### config.mk
export PLATFORM = sky130hd
export DESIGN_NAME = tfhe_pu_status_leds
export DESIGN_NICKNAME = d
export VERILOG_FILES = /design/src/rtl/tfhe_pu_status_leds.sv
export SDC_FILE = /design/constraint.sdc
export NUM_CORES = 1
export LEC_CHECK = 0
export ABC_AREA = 0
export ABC_CLOCK_PERIOD_IN_PS = 2600
export CAP_MARGIN = 20
export CORE_UTILIZATION = 25
export DETAILED_ROUTE_END_ITERATION = 10
export GPL_TIMING_DRIVEN = 0
export SLEW_MARGIN = 0
export SYNTH_ARGS = -nofsm -noshare
export SYNTH_HDL_FRONTEND = slang
export SYNTH_SLANG_ARGS = --single-unit
export TNS_END_PERCENT = 10
### constraint.sdc
create_clock -name clk -period 2.6 [get_ports clk]
set_input_delay 0.26 -clock clk [delete_from_list [all_inputs] [get_ports clk]]
set_output_delay 0.26 -clock clk [all_outputs]
set_load 0.02 [all_outputs]
### src/rtl/tfhe_pu_status_leds.sv
// Board status LED driver for the TFHE processing unit: lamp test after reset,
// then heartbeat, bring-up flags, stretched AXI activity, busy and sticky error.
module tfhe_pu_status_leds #(
    parameter int HEARTBEAT_DIV  = 50_000_000,
    parameter int STRETCH_CYCLES = 5_000_000,
    parameter int LAMP_CYCLES    = 100_000_000,
    parameter int SYNC_STAGES    = 2
) (
    input  logic       clk,
    input  logic       rst_n,
    input  logic       pcie_link_up,
    input  logic [1:0] hbm_cal_done,
    input  logic       axi_rd_act,
    input  logic       axi_wr_act,
    input  logic       pu_busy,
    input  logic       err_pulse,
    input  logic       err_clear,
    output logic [7:0] leds,
    output logic [7:0] err_count
);

    localparam int LAMP_W = $clog2(LAMP_CYCLES + 1);
    localparam int HB_W   = $clog2(HEARTBEAT_DIV);
    localparam int STR_W  = $clog2(STRETCH_CYCLES + 1);
    localparam int N_SYNC = 3;
    localparam int N_STR  = 2;

    typedef enum logic {
        S_LAMP,
        S_RUN
    } state_t;

    state_t state_q, state_d;

    logic [LAMP_W-1:0] lamp_cnt;
    logic [HB_W-1:0]   hb_cnt;
    logic              hb;
    logic              busy_q;
    logic              err_sticky;
    logic [7:0]        leds_d;

    // Asynchronous level inputs: bit 0 = PCIe link, bits 2:1 = HBM stacks
    logic [N_SYNC-1:0]      async_in;
    logic [N_SYNC-1:0]      sync_out;
    logic [SYNC_STAGES-1:0] sync_ff [N_SYNC];

    assign async_in = {hbm_cal_done, pcie_link_up};

    for (genvar g = 0; g < N_SYNC; g++) begin : g_sync
        always_ff @(posedge clk or negedge rst_n) begin
            if (!rst_n) begin
                sync_ff[g] <= '0;
            end else begin
                sync_ff[g] <= {sync_ff[g][SYNC_STAGES-2:0], async_in[g]};
            end
        end
        assign sync_out[g] = sync_ff[g][SYNC_STAGES-1];
    end

    // Activity stretchers: bit 0 = read, bit 1 = write; a pulse (re)loads
    logic [N_STR-1:0] act_in;
    logic [N_STR-1:0] str_led;
    logic [STR_W-1:0] str_cnt [N_STR];

    assign act_in = {axi_wr_act, axi_rd_act};

    for (genvar g = 0; g < N_STR; g++) begin : g_str
        always_ff @(posedge clk or negedge rst_n) begin
            if (!rst_n) begin
                str_cnt[g] <= '0;
            end else if (act_in[g]) begin
                str_cnt[g] <= STR_W'(STRETCH_CYCLES);
            end else if (str_cnt[g] != '0) begin
                str_cnt[g] <= str_cnt[g] - 1'b1;
            end
        end
        assign str_led[g] = (str_cnt[g] != '0);
    end

    always_ff @(posedge clk or negedge rst_n) begin
        if (!rst_n) begin
            state_q <= S_LAMP;
        end else begin
            state_q <= state_d;
        end
    end

    always_comb begin
        state_d = state_q;
        leds_d  = {err_sticky, busy_q, str_led[1], str_led[0],
                   sync_out[2], sync_out[1], sync_out[0], hb};
        case (state_q)
            S_LAMP: begin
                leds_d = 8'hFF;
                if (lamp_cnt == LAMP_W'(LAMP_CYCLES - 1)) begin
                    state_d = S_RUN;
                end
            end
            S_RUN: begin
                state_d = S_RUN;
            end
            default: begin
                state_d = S_LAMP;
            end
        endcase
    end

    always_ff @(posedge clk or negedge rst_n) begin
        if (!rst_n) begin
            lamp_cnt <= '0;
        end else if (state_q == S_LAMP) begin
            lamp_cnt <= lamp_cnt + 1'b1;
        end
    end

    // Held in reset during the lamp test so the first RUN half-period is full
    always_ff @(posedge clk or negedge rst_n) begin
        if (!rst_n) begin
            hb_cnt <= '0;
            hb     <= 1'b0;
        end else if (state_q == S_LAMP) begin
            hb_cnt <= '0;
            hb     <= 1'b0;
        end else if (hb_cnt == HB_W'(HEARTBEAT_DIV - 1)) begin
            hb_cnt <= '0;
            hb     <= ~hb;
        end else begin
            hb_cnt <= hb_cnt + 1'b1;
        end
    end

    always_ff @(posedge clk or negedge rst_n) begin
        if (!rst_n) begin
            busy_q <= 1'b0;
        end else begin
            busy_q <= pu_busy;
        end
    end

    // A set coinciding with a clear restarts the count at one event
    always_ff @(posedge clk or negedge rst_n) begin
        if (!rst_n) begin
            err_sticky <= 1'b0;
            err_count  <= 8'h00;
        end else if (err_pulse) begin
            err_sticky <= 1'b1;
            if (err_clear) begin
                err_count <= 8'h01;
            end else if (err_count != 8'hFF) begin
                err_count <= err_count + 8'h01;
            end
        end else if (err_clear) begin
            err_sticky <= 1'b0;
            err_count  <= 8'h00;
        end
    end

    always_ff @(posedge clk or negedge rst_n) begin
        if (!rst_n) begin
            leds <= 8'h00;
        end else begin
            leds <= leds_d;
        end
    end

endmodule

* Yosys cells after proc, flatten, opt, wreduce, memory -nomap -nowiden
Cells that the tools add are included.
Word-level totals: register bits 125, input bits 10, output and inout bits 16, logic and storage cells 48
Cells by class: $add $sub $neg 5, eq/ne operators 4, muxes and demuxes 17, bitwise logic cells 2, reduce and logical (&&, ||, !) cells 7
Operators by type and width (number):
- 23-bit 2-to-1 mux | 4
- 26-bit 2-to-1 mux | 2
- 23-bit nonzero test | 2
- 23-bit by 1-bit subtractor with 23-bit output, second input constant | 2
- 8-bit 2-to-1 mux | 5
- 27-bit by 1-bit adder with 27-bit output, second input constant | 1
- 27-bit equality test, second input constant | 1
- 26-bit by 1-bit adder with 26-bit output, second input constant | 1
- 26-bit equality test, second input constant | 1
- 8-bit by 1-bit adder with 8-bit output, second input constant | 1
- 8-bit inequality test, second input constant | 1
- 2-bit nonzero test | 4
- 1-bit 2-to-1 mux | 5
- 2-bit by 1-bit inequality test with 1-bit output, second input constant | 1
- 1-bit inverter | 2
- 1-bit case mux with 2 select lines | 1
- 2-bit AND reduction | 1

* Logic depth before layout (Yosys ltp)
depth after elaboration 4, depth in mapped cells 8

* Worst setup path before layout
Ideal clock, no wire load.
kind reg-to-reg, start reg str_cnt[0] in the netlist's numbering, end reg str_cnt[19] in the netlist's numbering, library setup time 0.131 ns, data arrival time 2.057 ns, data required time 2.469 ns, path slack 0.411 ns, cell stages (with the launch flop) 8, path buffers 0, clock period less this slack 2.189 ns, cells stage by stage dfrtp_1 -> inv_1 -> ha_1 -> nor3b_1 -> nand4_1 -> o211ai_2 -> nor4_1 -> or3_1
Between the ends: cells in the longest elaborated chain, start to end 3, elaborated cells on any way between the ends 5
RTL lines:
- from (decl) | RTL line 63 | logic [STR_W-1:0] str_cnt [N_STR];
- from (signal, indexed assignment) | RTL line 72 | str_cnt[g] <= STR_W'(STRETCH_CYCLES);
- from (signal, indexed assignment) | RTL line 74 | str_cnt[g] <= str_cnt[g] - 1'b1;
- 23-bit by 1-bit subtractor with 23-bit output | RTL line 74
- 23-bit 2-to-1 mux | RTL line 73 | end else if (str_cnt[g] != '0) begin
- 23-bit 2-to-1 mux | RTL line 71 | end else if (act_in[g]) begin
Parallel ways exist; a longest one is shown, timed or not. The select of a mux whose other input is x is not followed. A chain may end at the register's enable or synchronous reset.

* Final worst setup path
start reg str_cnt[0] in the netlist's numbering, end reg str_cnt[13] in the netlist's numbering
The elaborated chain is that of the path after synthesis.

==> impl_table.tex <==
\begin{tabular}{lr}
\hline
Metric & Value \\
\hline
\multicolumn{2}{l}{\textbf{Outcome}} \\
\quad Result of the run & complete, no violations \\
\multicolumn{2}{l}{\textbf{STA}} \\
\quad Number of max-slew violations in the final report & 0 \\
\quad Fin crit share & 0.912 \\
\quad Clock period minus final worst setup slack & between 2000 and 2500 ps \\
\quad Final hold slack & 230 ps \\
\quad Setup repair after global routing missed its margin & false \\
\quad Total count of hold-check failures in the final report & 0 \\
\quad Slew at the pin with the worst max-slew slack & between 900 and 1000 ps \\
\quad Worst clock skew & between 9 and 10 ps \\
\quad Fmax & 422 MHz \\
\quad Final-report setup violation count & 0 \\
\quad Headroom to the max-slew limit & 0.392 \\
\multicolumn{2}{l}{\textbf{Synthesis}} \\
\quad Sequential area share after synthesis & 0.536 \\
\quad Post-synth net total & roughly 580 \\
\quad Number of warnings printed during yosys synthesis & 0 \\
\quad Area of the mapped netlist & slightly below 6000 um\^{}2 \\
\quad Fraction of registers with async set or reset after synthesis & 1.00 \\
\quad Cells after synthesis & 561 \\
\quad Synth unique cells & 52 \\
\quad Top FF cell, synth & dfrtp\_1 \\
\quad Number of storage elements in the synthesis netlist & between 100 and 150 \\
\quad Average size of a mapped cell & $\sim$10 um\^{}2 \\
\quad Number of enable-type register cells in the synthesized netlist & 0 \\
\multicolumn{2}{l}{\textbf{Final layout}} \\
\quad Area added between synthesis and finish & 22.2\% \\
\quad Share of layout cells above drive strength 1 & 0.0871 \\
\quad Final instance area & around 7100 um\^{}2 \\
\quad NumNets Final & approximately 620 \\
\multicolumn{2}{l}{\textbf{Worst setup path}} \\
\quad Setup slack of the worst register-to-register path & between 200 and 250 ps \\
\quad Critical-path cell with the highest stage delay & dfrtp\_1 \\
\quad Type of element capturing the critical path & flop \\
\quad Kind of cell adding the most delay to the critical path & simple AND/OR/NAND/NOR gates \\
\quad Crit Path Max Fanout & 10 \\
\quad Data arrival time of the worst path & 2650 ps \\
\quad Chain of cells forming the critical path & inv\_1 > ha\_1 > nor3b\_4 > nand4\_1 > clkbuf\_1 > o21ai\_0 > xor2\_1 > nor2\_1 \\
\quad Data required time of the worst path & between 2000 and 3000 ps \\
\quad Peak per-stage delay on the critical path & 410 ps \\
\quad Startpoint types & flop \\
\quad Crit path kind & reg2reg \\
\quad Buffer and inverter count on the worst path & 2 \\
\multicolumn{2}{l}{\textbf{Place}} \\
\quad Post-detailed-placement half-perimeter wirelength & 7650 um \\
\quad IO Port Bufs & 23 \\
\quad RePlAce Congestion & $\sim$0.77 \\
\quad Placement-stage cell area & around 6500 um\^{}2 \\
\multicolumn{2}{l}{\textbf{Power and ir drop}} \\
\quad VDD IR max & 0.000413 V \\
\quad Total power divided by cell area & roughly 670 nW/um\^{}2 \\
\quad Leak & between 0.002 and 0.003 uW \\
\multicolumn{2}{l}{\textbf{Global routing}} \\
\quad GR met1 Demand/Resource & 0.139 \\
\quad Largest net degree at the start of global routing & 67 \\
\quad Via count of the first global-routing pass & about 4000 \\
\quad Overall Global Routing Usage & 0.103 \\
\quad Routing usage on met2 & 0.153 \\
\quad Wire length of the first global-routing pass & a little under 20000 um \\
\quad Met3 routing resource usage after global routing & 0.0347 \\
\quad Peak-usage layer in the global routing report & met2 \\
\quad Overflow after GRT & 0 \\
\quad Number of antenna violations at the first check in global routing & 2 \\
\multicolumn{2}{l}{\textbf{Drt}} \\
\quad Detailed-route wire length per cell & roughly 12 um \\
\quad Via count normalized by instance count & roughly 4.5 \\
\quad Residual DRC & 0 \\
\quad Routed Wire Length & 11500 um \\
\quad Length of the first detailed-routing pass in iterations & 4 \\
\quad Via Count & 4174 \\
\quad Number of nets with antenna violations after detailed routing & 0 \\
\quad Detailed Route Iter0 Violations & about 230 \\
\multicolumn{2}{l}{\textbf{Die}} \\
\quad Full die area & approximately 24000 um\^{}2 \\
\quad Vertical die dimension & 155 um \\
\quad Number of ports placed on the die boundary & 26 \\
\quad Starting utilization of the core area & 0.256 \\
\quad Site Rows & 55 \\
\quad DIE WIDTH & between 150 and 200 um \\
\quad Core ar. & $\sim$23000 um\^{}2 \\
\multicolumn{2}{l}{\textbf{Clocking}} \\
\quad Root buffer cell & clkbuf\_16 \\
\quad CTS buffer count & 17 \\
\quad \# H-tree levels & 4 \\
\quad Clock latency of the later-clocked register in the worst-skew pair & 410 ps \\
\quad Clk buf depth & 2 \\
\quad CTS tree & done \\
\quad Clock slew at reported path FFs & 60 ps \\
\quad Clock tree sinks & 125 \\
\multicolumn{2}{l}{\textbf{Hold path}} \\
\quad Hold Crit Class & in2reg \\
\multicolumn{2}{l}{\textbf{Run}} \\
\quad Max Cap Viol & 0 \\
\hline
\end{tabular}
[worst register-to-register path, stage by stage, from the launching register on]
cell and delay (ps):
dfrtp_1 410, inv_1 90, ha_1 180, nor3b_4 320, nand4_1 410, clkbuf_1 340, o21ai_0 270, xor2_1 170
nor2_1 60
[path summary, 6_finish.rpt]
kind | end | cells past startpoint | from
max in group asynchronous | err_sticky$_DFFE_PN0P_ | 3 | rst_n
worst min-delay path | err_count[5]$_DFFE_PN0P_ | 2 | err_clear
worst max-delay path | str_cnt[13]$_DFFE_PN0P_ | 8 | str_cnt[0]$_DFFE_PN0P_
worst max register to register | str_cnt[13]$_DFFE_PN0P_ | 8 | str_cnt[0]$_DFFE_PN0P_
worst min register to register | sync_ff[5]$_DFF_PN0_ | 0 | sync_ff[4]$_DFF_PN0_
min in group asynchronous | hb_cnt[19]$_DFF_PN0_ | 2 | rst_n
[per-stage QoR]
stage               instances  total power [uW]  setup TNS (ps)  worst slack [ps]  utilization
finish                    934              4760               0               230        0.313
global route              933              4960               0              65.9        0.313
CTS                       932              4820               0               152        0.312
detailed placement        899              2390           -25.6             -13.7        0.285
global placement          897              2370         -479340             -3840        0.283
floorplan                 561              2270               0               411            -
[what timing repair did]
action                     in CTS  in global routing
setup buffers                   0                  0
gates resized for setup         1                  2
hold endpoints to repair       59                  0
hold buffers                    1                  0
setup endpoints to repair      10                  3
cloned                          0                  0
[kinds of logic (layout without fill, tap and decap cells)]
family / after synthesis / in the layout / synth area share
mux: 9 / 9 / 0.0161
xor+xnor: 78 / 78 / 0.117
simple gates: 270 / 270 / 0.243
buf+inv: 27 / 86 / 0.0191
fa+ha+maj: 5 / 5 / 0.0107
compound gates: 47 / 47 / 0.0575
flops: 125 / 125 / 0.536
other cells: 0 / 1 / 0
[cell usage in the layout (no fill, tap or decap), drive strengths merged, types with 20 or more instances in the layout]
cell type / count
dfrtp: 125
nor2: 81
xor2: 41
xnor2: 37
clkbuf: 35
nand2: 30
nand3: 28
clkdlybuf4s50: 22
nand4: 20
nor4: 20
[final cells by class]
| type | count | area (um^2) |
|---|---|---|
| Inverter | 10 | 37.5 |
| Buffer | 17 | 73.8 |
| Clock inverter | 11 | 141 |
| Fill cell | 2341 | 15700 |
| Tap cell | 313 | 392 |
| Clock buffer | 21 | 460 |
| Sequential cell | 125 | 3130 |
| Multi-Input combinational cell | 409 | 2610 |
| Antenna cell | 1 | 2.50 |
| Timing Repair Buffer | 27 | 279 |
[state kept, by name, indices dropped and copies added (netlist names)]
| name | cells |
|---|---|
| busy_q | 1 |
| err_count | 8 |
| err_sticky | 1 |
| hb | 1 |
| hb_cnt | 26 |
| lamp_cnt | 27 |
| leds | 8 |
| state_q | 1 |
| str_cnt | 46 |
| sync_ff | 6 |
[power breakdown]
part	internal [uW]	leakage [uW]	switching [uW]
combinational	122	0.000895	169
sequential	2000	0.00157	64.4
clock	1550	0.000289	848
total	3680	0.00276	1080
[routing by layer]
| layer | vias up | wire [um] |
|---|---|---|
| li1 | 2053 | - |
| met1 | 2037 | 5790 |
| met2 | 65 | 5070 |
| met3 | 17 | 503 |
| met4 | 2 | 157 |
| met5 | - | 12 |
[cell usage after synthesis, types with 4 or more instances]
master    number  area [um^2]
or3_1          7         43.8
nor2_1        81          304
a21oi_1        7         35.0
ha_1           5         62.6
o21ai_0       13         65.1
inv_1         10         37.5
nand2b_1      18          113
xor2_1        41          359
and3_1         9         56.3
nor4_1        18          113
nand2_1       30          113
or4_1          8         60.1
dfrtp_1      125         3130
mux2i_1        6         60.1
nor3_1        18         90.1
nand4_1       20          125
nor2b_1        9         56.3
xnor2_1       37          324
o211ai_1       4         30.0
nand3_1       28          140
clkbuf_1      13         48.8
and2_1         5         31.3
Power figures use the tool's default switching activity.
